## src/rtl/cache_mem_arbiter.sv

```systemverilog
// -----------------------------------------------------------------------------
// cache_mem_arbiter
//   Shares the single line-granularity memory port (EWB -> cacheline adaptor)
//   between the I-cache and the D-cache, one transaction in flight at a time.
//   A grant FSM (IDLE -> GNT_I/GNT_D -> DRAIN -> IDLE) holds the grant until
//   arb_mem_resp, then spends one DRAIN cycle so the served cache can drop
//   its stale request before the next decision.
//
//   Tie policy (both caches requesting in IDLE):
//     default             : D-cache wins, unless the I-cache has already been
//                           passed over STARVE_LIMIT times in a row.
//     ARB_ROUND_ROBIN_EN  : the requester not served last wins (last_gnt
//                           resets to I, so D wins the first tie).
//
// Ports
//   clk, rst                    clock, synchronous active-high reset
//   arb_icache_*  (in)          I-cache read/write/address/wdata request
//   arb_icache_resp/rdata (out) I-cache completion pulse and read line
//   arb_dcache_*  (in)          D-cache read/write/address/wdata request
//   arb_dcache_resp/rdata (out) D-cache completion pulse and read line
//   arb_mem_read/write/address/wdata (out)  request towards the EWB
//   arb_mem_resp/rdata (in)     EWB completion pulse and read line
// -----------------------------------------------------------------------------

// Flags a requester that drives read and write at the same time.
module cache_mem_arbiter_checker (
    input logic clk,
    input logic rst,
    input logic icache_read_i,
    input logic icache_write_i,
    input logic dcache_read_i,
    input logic dcache_write_i
);
    a_icache_no_rw: assert property (@(posedge clk) disable iff (rst)
        !(icache_read_i && icache_write_i));
    a_dcache_no_rw: assert property (@(posedge clk) disable iff (rst)
        !(dcache_read_i && dcache_write_i));
endmodule

module cache_mem_arbiter #(
    parameter int STARVE_LIMIT = 4,
    parameter int CNT_W        = 3
) (
    input  logic         clk,
    input  logic         rst,
    input  logic         arb_icache_read,
    input  logic         arb_icache_write,
    input  logic [31:0]  arb_icache_address,
    input  logic [255:0] arb_icache_wdata,
    output logic         arb_icache_resp,
    output logic [255:0] arb_icache_rdata,
    input  logic         arb_dcache_read,
    input  logic         arb_dcache_write,
    input  logic [31:0]  arb_dcache_address,
    input  logic [255:0] arb_dcache_wdata,
    output logic         arb_dcache_resp,
    output logic [255:0] arb_dcache_rdata,
    output logic         arb_mem_read,
    output logic         arb_mem_write,
    output logic [31:0]  arb_mem_address,
    output logic [255:0] arb_mem_wdata,
    input  logic         arb_mem_resp,
    input  logic [255:0] arb_mem_rdata
);
    localparam logic [1:0] IDLE  = 2'd0;
    localparam logic [1:0] GNT_I = 2'd1;
    localparam logic [1:0] GNT_D = 2'd2;
    localparam logic [1:0] DRAIN = 2'd3;

    logic [1:0] state_q;
    logic [1:0] state_d;
    logic       req_i_s;
    logic       req_d_s;
    logic       pick_i_s;   // tie-break result: 1 = I-cache wins a tie
    logic       gnt_i_s;    // I-grant taken this cycle (IDLE only)
    logic       gnt_d_s;    // D-grant taken this cycle (IDLE only)

    assign req_i_s = arb_icache_read | arb_icache_write;
    assign req_d_s = arb_dcache_read | arb_dcache_write;

`ifdef ARB_ROUND_ROBIN_EN
    // 1'b1 = D-cache was served last, 1'b0 = I-cache was served last.
    logic last_gnt_q;
    logic last_gnt_d;

    assign pick_i_s = last_gnt_q;

    // Remember which requester took the most recent grant.
    always_comb begin
        last_gnt_d = last_gnt_q;
        if (gnt_i_s) begin
            last_gnt_d = 1'b0;
        end else if (gnt_d_s) begin
            last_gnt_d = 1'b1;
        end else begin
            last_gnt_d = last_gnt_q;
        end
    end

    // Last-grant register; resets to I so the first tie goes to D.
    always_ff @(posedge clk) begin
        if (rst) begin
            last_gnt_q <= 1'b0;
        end else begin
            last_gnt_q <= last_gnt_d;
        end
    end
`else
    localparam logic [CNT_W-1:0] LIMIT_C = CNT_W'(STARVE_LIMIT);
    localparam logic [CNT_W-1:0] ONE_C   = CNT_W'(1);

    logic [CNT_W-1:0] starve_cnt_q;
    logic [CNT_W-1:0] starve_cnt_d;

    assign pick_i_s = (starve_cnt_q == LIMIT_C);

    // Count D-grants that bypass a waiting I-request; any I-grant or an
    // idle cycle without an I-request resets the count.
    always_comb begin
        starve_cnt_d = starve_cnt_q;
        if (gnt_i_s) begin
            starve_cnt_d = {CNT_W{1'b0}};
        end else if (gnt_d_s && req_i_s) begin
            if (starve_cnt_q != LIMIT_C) begin
                starve_cnt_d = starve_cnt_q + ONE_C;
            end else begin
                starve_cnt_d = starve_cnt_q;
            end
        end else if ((state_q == IDLE) && !req_i_s) begin
            starve_cnt_d = {CNT_W{1'b0}};
        end else begin
            starve_cnt_d = starve_cnt_q;
        end
    end

    // Starvation counter register.
    always_ff @(posedge clk) begin
        if (rst) begin
            starve_cnt_q <= {CNT_W{1'b0}};
        end else begin
            starve_cnt_q <= starve_cnt_d;
        end
    end
`endif

    // Grant decision, only meaningful while IDLE.
    always_comb begin
        gnt_i_s = 1'b0;
        gnt_d_s = 1'b0;
        if (state_q == IDLE) begin
            if (req_i_s && req_d_s) begin
                gnt_i_s = pick_i_s;
                gnt_d_s = ~pick_i_s;
            end else begin
                gnt_i_s = req_i_s;
                gnt_d_s = req_d_s;
            end
        end else begin
            gnt_i_s = 1'b0;
            gnt_d_s = 1'b0;
        end
    end

    // Grant FSM next state; a memory response outside a grant is ignored.
    always_comb begin
        state_d = state_q;
        case (state_q)
            IDLE: begin
                if (gnt_i_s) begin
                    state_d = GNT_I;
                end else if (gnt_d_s) begin
                    state_d = GNT_D;
                end else begin
                    state_d = IDLE;
                end
            end
            GNT_I, GNT_D: begin
                if (arb_mem_resp) begin
                    state_d = DRAIN;
                end else begin
                    state_d = state_q;
                end
            end
            DRAIN:   state_d = IDLE;
            default: state_d = IDLE;
        endcase
    end

    // Grant FSM state register.
    always_ff @(posedge clk) begin
        if (rst) begin
            state_q <= IDLE;
        end else begin
            state_q <= state_d;
        end
    end

    // Memory-port mux and response routing; everything is 0 outside a grant.
    // Write has precedence when a requester drives read and write together.
    always_comb begin
        arb_mem_read     = 1'b0;
        arb_mem_write    = 1'b0;
        arb_mem_address  = 32'd0;
        arb_mem_wdata    = 256'd0;
        arb_icache_resp  = 1'b0;
        arb_icache_rdata = 256'd0;
        arb_dcache_resp  = 1'b0;
        arb_dcache_rdata = 256'd0;
        case (state_q)
            GNT_I: begin
                arb_mem_write    = arb_icache_write;
                arb_mem_read     = arb_icache_read & ~arb_icache_write;
                arb_mem_address  = arb_icache_address;
                arb_mem_wdata    = arb_icache_wdata;
                arb_icache_resp  = arb_mem_resp;
                arb_icache_rdata = arb_mem_resp ? arb_mem_rdata : 256'd0;
            end
            GNT_D: begin
                arb_mem_write    = arb_dcache_write;
                arb_mem_read     = arb_dcache_read & ~arb_dcache_write;
                arb_mem_address  = arb_dcache_address;
                arb_mem_wdata    = arb_dcache_wdata;
                arb_dcache_resp  = arb_mem_resp;
                arb_dcache_rdata = arb_mem_resp ? arb_mem_rdata : 256'd0;
            end
            default: begin
                arb_mem_read     = 1'b0;
                arb_mem_write    = 1'b0;
            end
        endcase
    end

    cache_mem_arbiter_checker u_checker (
        .clk            (clk),
        .rst            (rst),
        .icache_read_i  (arb_icache_read),
        .icache_write_i (arb_icache_write),
        .dcache_read_i  (arb_dcache_read),
        .dcache_write_i (arb_dcache_write)
    );

endmodule

```

## config.mk

```make
export PLATFORM = sky130hd
export DESIGN_NAME = cache_mem_arbiter
export DESIGN_NICKNAME = d
export VERILOG_FILES = /design/src/rtl/cache_mem_arbiter.sv
export SDC_FILE = /design/constraint.sdc
export NUM_CORES = 1
export LEC_CHECK = 0
export CORE_AREA = 2 2 646 648
export CTS_CLUSTER_DIAMETER = 60
export DETAILED_ROUTE_END_ITERATION = 10
export DIE_AREA = 0 0 648 650
export PLACE_DENSITY_LB_ADDON = 0.2
export SKIP_CTS_REPAIR_TIMING = 1
export SYNTH_ARGS = -nofsm -noshare
export SYNTH_HDL_FRONTEND = slang
export SYNTH_HIERARCHICAL = 1
export SYNTH_SLANG_ARGS = --single-unit
```

## constraint.sdc

```tcl
create_clock -name clk -period 2 [get_ports clk]
set_input_delay 0.4 -clock clk [delete_from_list [all_inputs] [get_ports clk]]
set_output_delay 0.4 -clock clk [all_outputs]
set_load 0.02 [all_outputs]
```

---- Word level (Yosys, flattened, before mapping) ----
Cells that the tools add are included.
word-level totals
  bits in registers ....................... 5
  output and inout port bits .............. 804
operators by class
  $add $sub $neg .......................... 1
  equal/unequal tests ..................... 7
  muxes and demuxes ....................... 20
  bitwise logic cells ..................... 7
  reduce and logical (&&, ||, !) cells .... 9
operators with widths
  operator             count
  $mux 256             3
  $pmux 256 s2         1
  $pmux 32 s2          1
  $mux 3               3
  $mux 1               6
  $mux 2               3
  $pmux 2 s3           1
  $eq 2x2->1 const B   2
  $pmux 1 s2           2
  $reduce_or 2->1      2
  $add 3x1->3 const B  1
  $eq 3x3->1 const B   1
  $logic_and 1x1->1    3
  $ne 3x3->1 const B   1
  $not 1->1            3
  $and 1x1->1          2
  $eq 2x1->1 const B   1
  $logic_not 2->1      1
  $ne 2x1->1 const B   1
  $ne 2x2->1 const B   1
  $or 1x1->1           2
  $reduce_and 2->1     1
  $reduce_bool 2->1    1
  $logic_not 1->1      1

---- Depth between registers and ports, before layout ----
  depth in word-level cells ............... 7
  depth in mapped cells ................... 7

---- Least setup slack after synthesis ----
OpenSTA, ideal clock, no wires.
  path type ............................... reg2out
  start point ............................. reg state_q[0]
  end point ............................... out arb_mem_wdata[100]
  arrival ................................. 1452 ps
  required time ........................... 1600 ps
  slack ................................... 148 ps
  cell stages (with the launch flop) ...... 6
  path through ............................ dfxtp_1 -> inv_1 -> ha_1 -> buf_2 -> clkbuf_1 -> nor2b_1
on the way
  word-level cells in the longest chain between the ends .. 2
ends and longest elaborated chain
  element                                   RTL line  text
  start: declaration                        70        logic [1:0] state_q;
  start signal: assignment                  194       state_q <= state_d;
  $eq 2x2->1 or $eq 2x1->1 (tied branches)  209       case (state_q)
  $pmux 256 s2 *                            209
  end: declaration                          61        output logic [255:0] arb_mem_wdata,
Mark *: on every way between the ends. The rest lies on a longest branch, timed or not.

---- Worst setup path after layout ----
  start point ............................. reg state_q[1]
  end point ............................... out arb_mem_wdata[133]
Same word-level chain as after synthesis.

==> results.py <==
metrics = {
    "die": {
        "die_h_um": 650,
        "die-area_sq_um": 421000,
        "die_w_um": 648,
        "num_rows": 237,
        "start_util": 0.0208,
        "ios": 1643,
        "core_area_sq_um": 415000,
    },
    "min_path": {
        "min_to": "starve_cnt_q[1]$_SDFFE_PP0P_",
        "hold_depth": 2,
        "hold_path.class": "reg2reg",
        "hold_start": "starve_cnt_q[1]$_SDFFE_PP0P_",
    },
    "synth": {
        "synth.avg_cell_area_sq_um": 6.41,
        "synth_ff_type": "dfxtp_1",
        "synth_top_area_frac": 0.371,
        "synth_edf_count": 0,
        "synth_seq_cells": 5,
        "synth_area_leaders": "and3_1, a22oi_1, nor2b_1, buf_2, clkbuf_1",
        "synth_common_cells": "and3_1, a22oi_1, nor2b_1",
        "syn-instance-count": 1347,
        "syn-num-nets": 2192,
        "ys_seq_area_frac": 0.0116,
        "syn_area_sq_um": 8630,
        "async_flop_share": 0,
        "ys_warn_count": 6,
        "yosysTopAreaCell": "and3_1",
        "yosysMostFrequentCell": "and3_1",
        "synth.distinct_cells": 27,
    },
    "power": {
        "leakagePower_nw": 15.8,
        "p_sw_w": 0.0168,
        "p_per_area_nw_per_um2": 819,
        "combPwrFrac": 0.985,
        "p_seq_frac": 0.005,
        "irDropWorstVdd_v": 0.000488,
        "p_sw_frac": 0.530,
        "internal-power_w": 0.0149,
        "p_clk_frac": 0.010,
    },
    "setup_path": {
        "critPathMaxFanout": 10,
        "reg2reg_to": "state_q[0]$_SDFFE_PP0P_",
        "ff2ff_setup_slack_ns": 0.33,
        "crit_required_ns": 1.60,
        "r2r_cells": 7,
        "path_class": "reg2out",
        "cp-start-kind": "register",
        "r2r-start": "state_q[1]$_SDFFE_PP0P_",
        "cp-end-kind": "output port",
        "crit_arrival_ns": 2.31,
    },
    "global_routing": {
        "antenna_found_initial": 418,
        "grt_usage": 0.153,
        "grt_pass1_vias": 19766,
        "grt_max_degree": 84,
        "grt_pass1_wl_um": 382000,
        "grt-ovfl-total": 0,
    },
    "clock_network": {
        "clock_sinks": 5,
        "cts_htree_levels": 1,
        "root_buffer": "clkbuf_16",
        "cts_tree": "yes",
        "cts_buffers": 3,
        "cts.clk_slew.worst_paths_ns": 0.03,
        "clk-insertion-delay-late_ns": 0.24,
        "clock_path_buffers": 2,
    },
    "timing": {
        "setup_violations": 802,
        "worst_hold_slack_ns": 0.496,
        "maxSlewViolCount": 0,
        "worst_slack_ns": -0.713,
        "period_share": 1.36,
        "tns_ns": -348.74,
        "slew_headroom": 0.596,
        "period_needed_ns": 2.71,
        "tightest_slew_ns": 0.604,
        "fmax_ghz": 0.369,
        "hold_viol_final": 0,
        "fin_worst_skew_ns": 0.000190,
        "rsz0062_at_grt": "true",
    },
    "outcome": {
        "status": "finished with violations",
        "violations": "negative setup slack",
    },
    "flow_run": {
        "cap_violations": 0,
    },
    "layout": {
        "layout-drive-gt1-share": 0.304,
        "area_delta_synth_final_pct": 348,
        "nNetsFinal": 4020,
        "layout.cells.non_filler": 8704,
        "fin_util": 0.0933,
    },
    "placement": {
        "gp_congestion": 0.885,
        "hpwl_um": 321000,
        "dp.cells": 8615,
        "placement.io_buffers": 1642,
    },
    "routing": {
        "num_vias": 21215,
        "via_per_inst": 2.44,
        "wl_um": 348000,
        "first_pass_iters": 5,
        "wl_per_cell_um": 40.0,
        "drc_errors": 0,
        "ant_nets": 0,
        "drt_iter0_markers": 1266,
    },
}
==> metrics by stage <==
| step | total power, W | setup WS (ns) | instance area [sq um] |
|---|---|---|---|
| after floorplan | 0.00975 | 0.148 | 8630 |
| after CTS | 0.0291 | -1.24 | 37200 |
| after global placement | 0.0288 | -1.02 | 37100 |
| after detailed placement | 0.0287 | -0.966 | 37100 |
| after global routing | 0.0334 | -0.735 | 38700 |
| final | 0.0317 | -0.713 | 38700 |
==> cells in the final DEF, fill, tap and decap left out, drive strengths merged <==
cell,Yosys,layout
nor3,2,2
inv,4,4
o211a,2,2
o22ai,1,1
nand4,2,2
nor2,3,3
nand2b,4,4
clkdlybuf4s50,0,1100
ha,6,6
and2,3,3
diode,0,33
o2bb2ai,1,1
o211ai,1,1
a21oi,4,4
dfxtp,5,5
o22a,1,1
a31oi,1,1
dlymetal6s2s,0,90
nand3,1,1
nor2b,289,289
nand2,3,3
nand4b,1,1
clkbuf,53,90
buf,158,758
and3,512,512
a22oi,289,289
a21boi,1,1
==> worst max-delay path by stage <==
stage                       startpoint                 end  slack (ns)  cells after the start
2_1_floorplan  state_q[0]$_SDFFE_PP0P_  arb_mem_wdata[100]        0.15                      5
3_3_place_gp   state_q[0]$_SDFFE_PP0P_  arb_mem_wdata[136]       -1.02                      9
3_5_place_dp   state_q[0]$_SDFFE_PP0P_  arb_mem_wdata[136]       -0.97                      9
4_1_cts        state_q[0]$_SDFFE_PP0P_  arb_mem_wdata[136]       -1.24                      9
5_1_grt        state_q[0]$_SDFFE_PP0P_  arb_mem_wdata[136]       -0.73                     10
6_report       state_q[1]$_SDFFE_PP0P_  arb_mem_wdata[133]       -0.71                      9
==> sequential cells by signal, summed over array words and instances, names as in the netlist <==
register and count:
state_q 2, starve_cnt_q 3
==> worst max-delay path, stage by stage (launching register included) <==
cell     delay [ns]
dfxtp_2        0.33
buf_6          0.11
ha_4           0.19
buf_12         0.14
buf_16         0.14
buf_16         0.20
buf_6          0.14
a22oi_2        0.44
nor2b_4        0.13
buf_12         0.16
==> power by group through the flow <==
| stage | Sequential (W) | Combinational [W] | Clock (W) |
|---|---|---|---|
| after CTS | 0.000147 | 0.0287 | 0.000337 |
| after global routing | 0.000160 | 0.0329 | 0.000343 |
| after floorplan | 0.000144 | 0.00960 | 0 |
| final | 0.000156 | 0.0312 | 0.000332 |
| after detailed placement | 0.000149 | 0.0285 | 0 |
| after global placement | 0.000151 | 0.0286 | 0 |
==> kinds of logic after synthesis <==
logic type | Yosys count | synth area share
buf+inv | 215 | 0.126
simple gates | 820 | 0.592
flops | 5 | 0.0116
fa+ha+maj | 6 | 0.00870
compound gates | 301 | 0.261
==> area by class of cell <==
| class | count | area, sq um |
|---|---|---|
| repair buffers | 2034 | 23500 |
| multi-input cells | 1127 | 8020 |
| inverters | 4 | 15.0 |
| flip-flops and latches | 5 | 103 |
| fillers | 48119 | 376000 |
| well taps | 5497 | 6880 |
| diodes | 33 | 82.6 |
| clock buffers | 4 | 78.8 |
==> metal layers <==
layer	vias to the layer above	part of all wire	track usage
li1	8672	-	-
met1	9790	0.33	0.149
met2	1747	0.51	0.282
met3	778	0.14	0.0962
met4	228	0.017	0.0120
met5	-	0.0043	0
(Power assumes the default switching activity.)
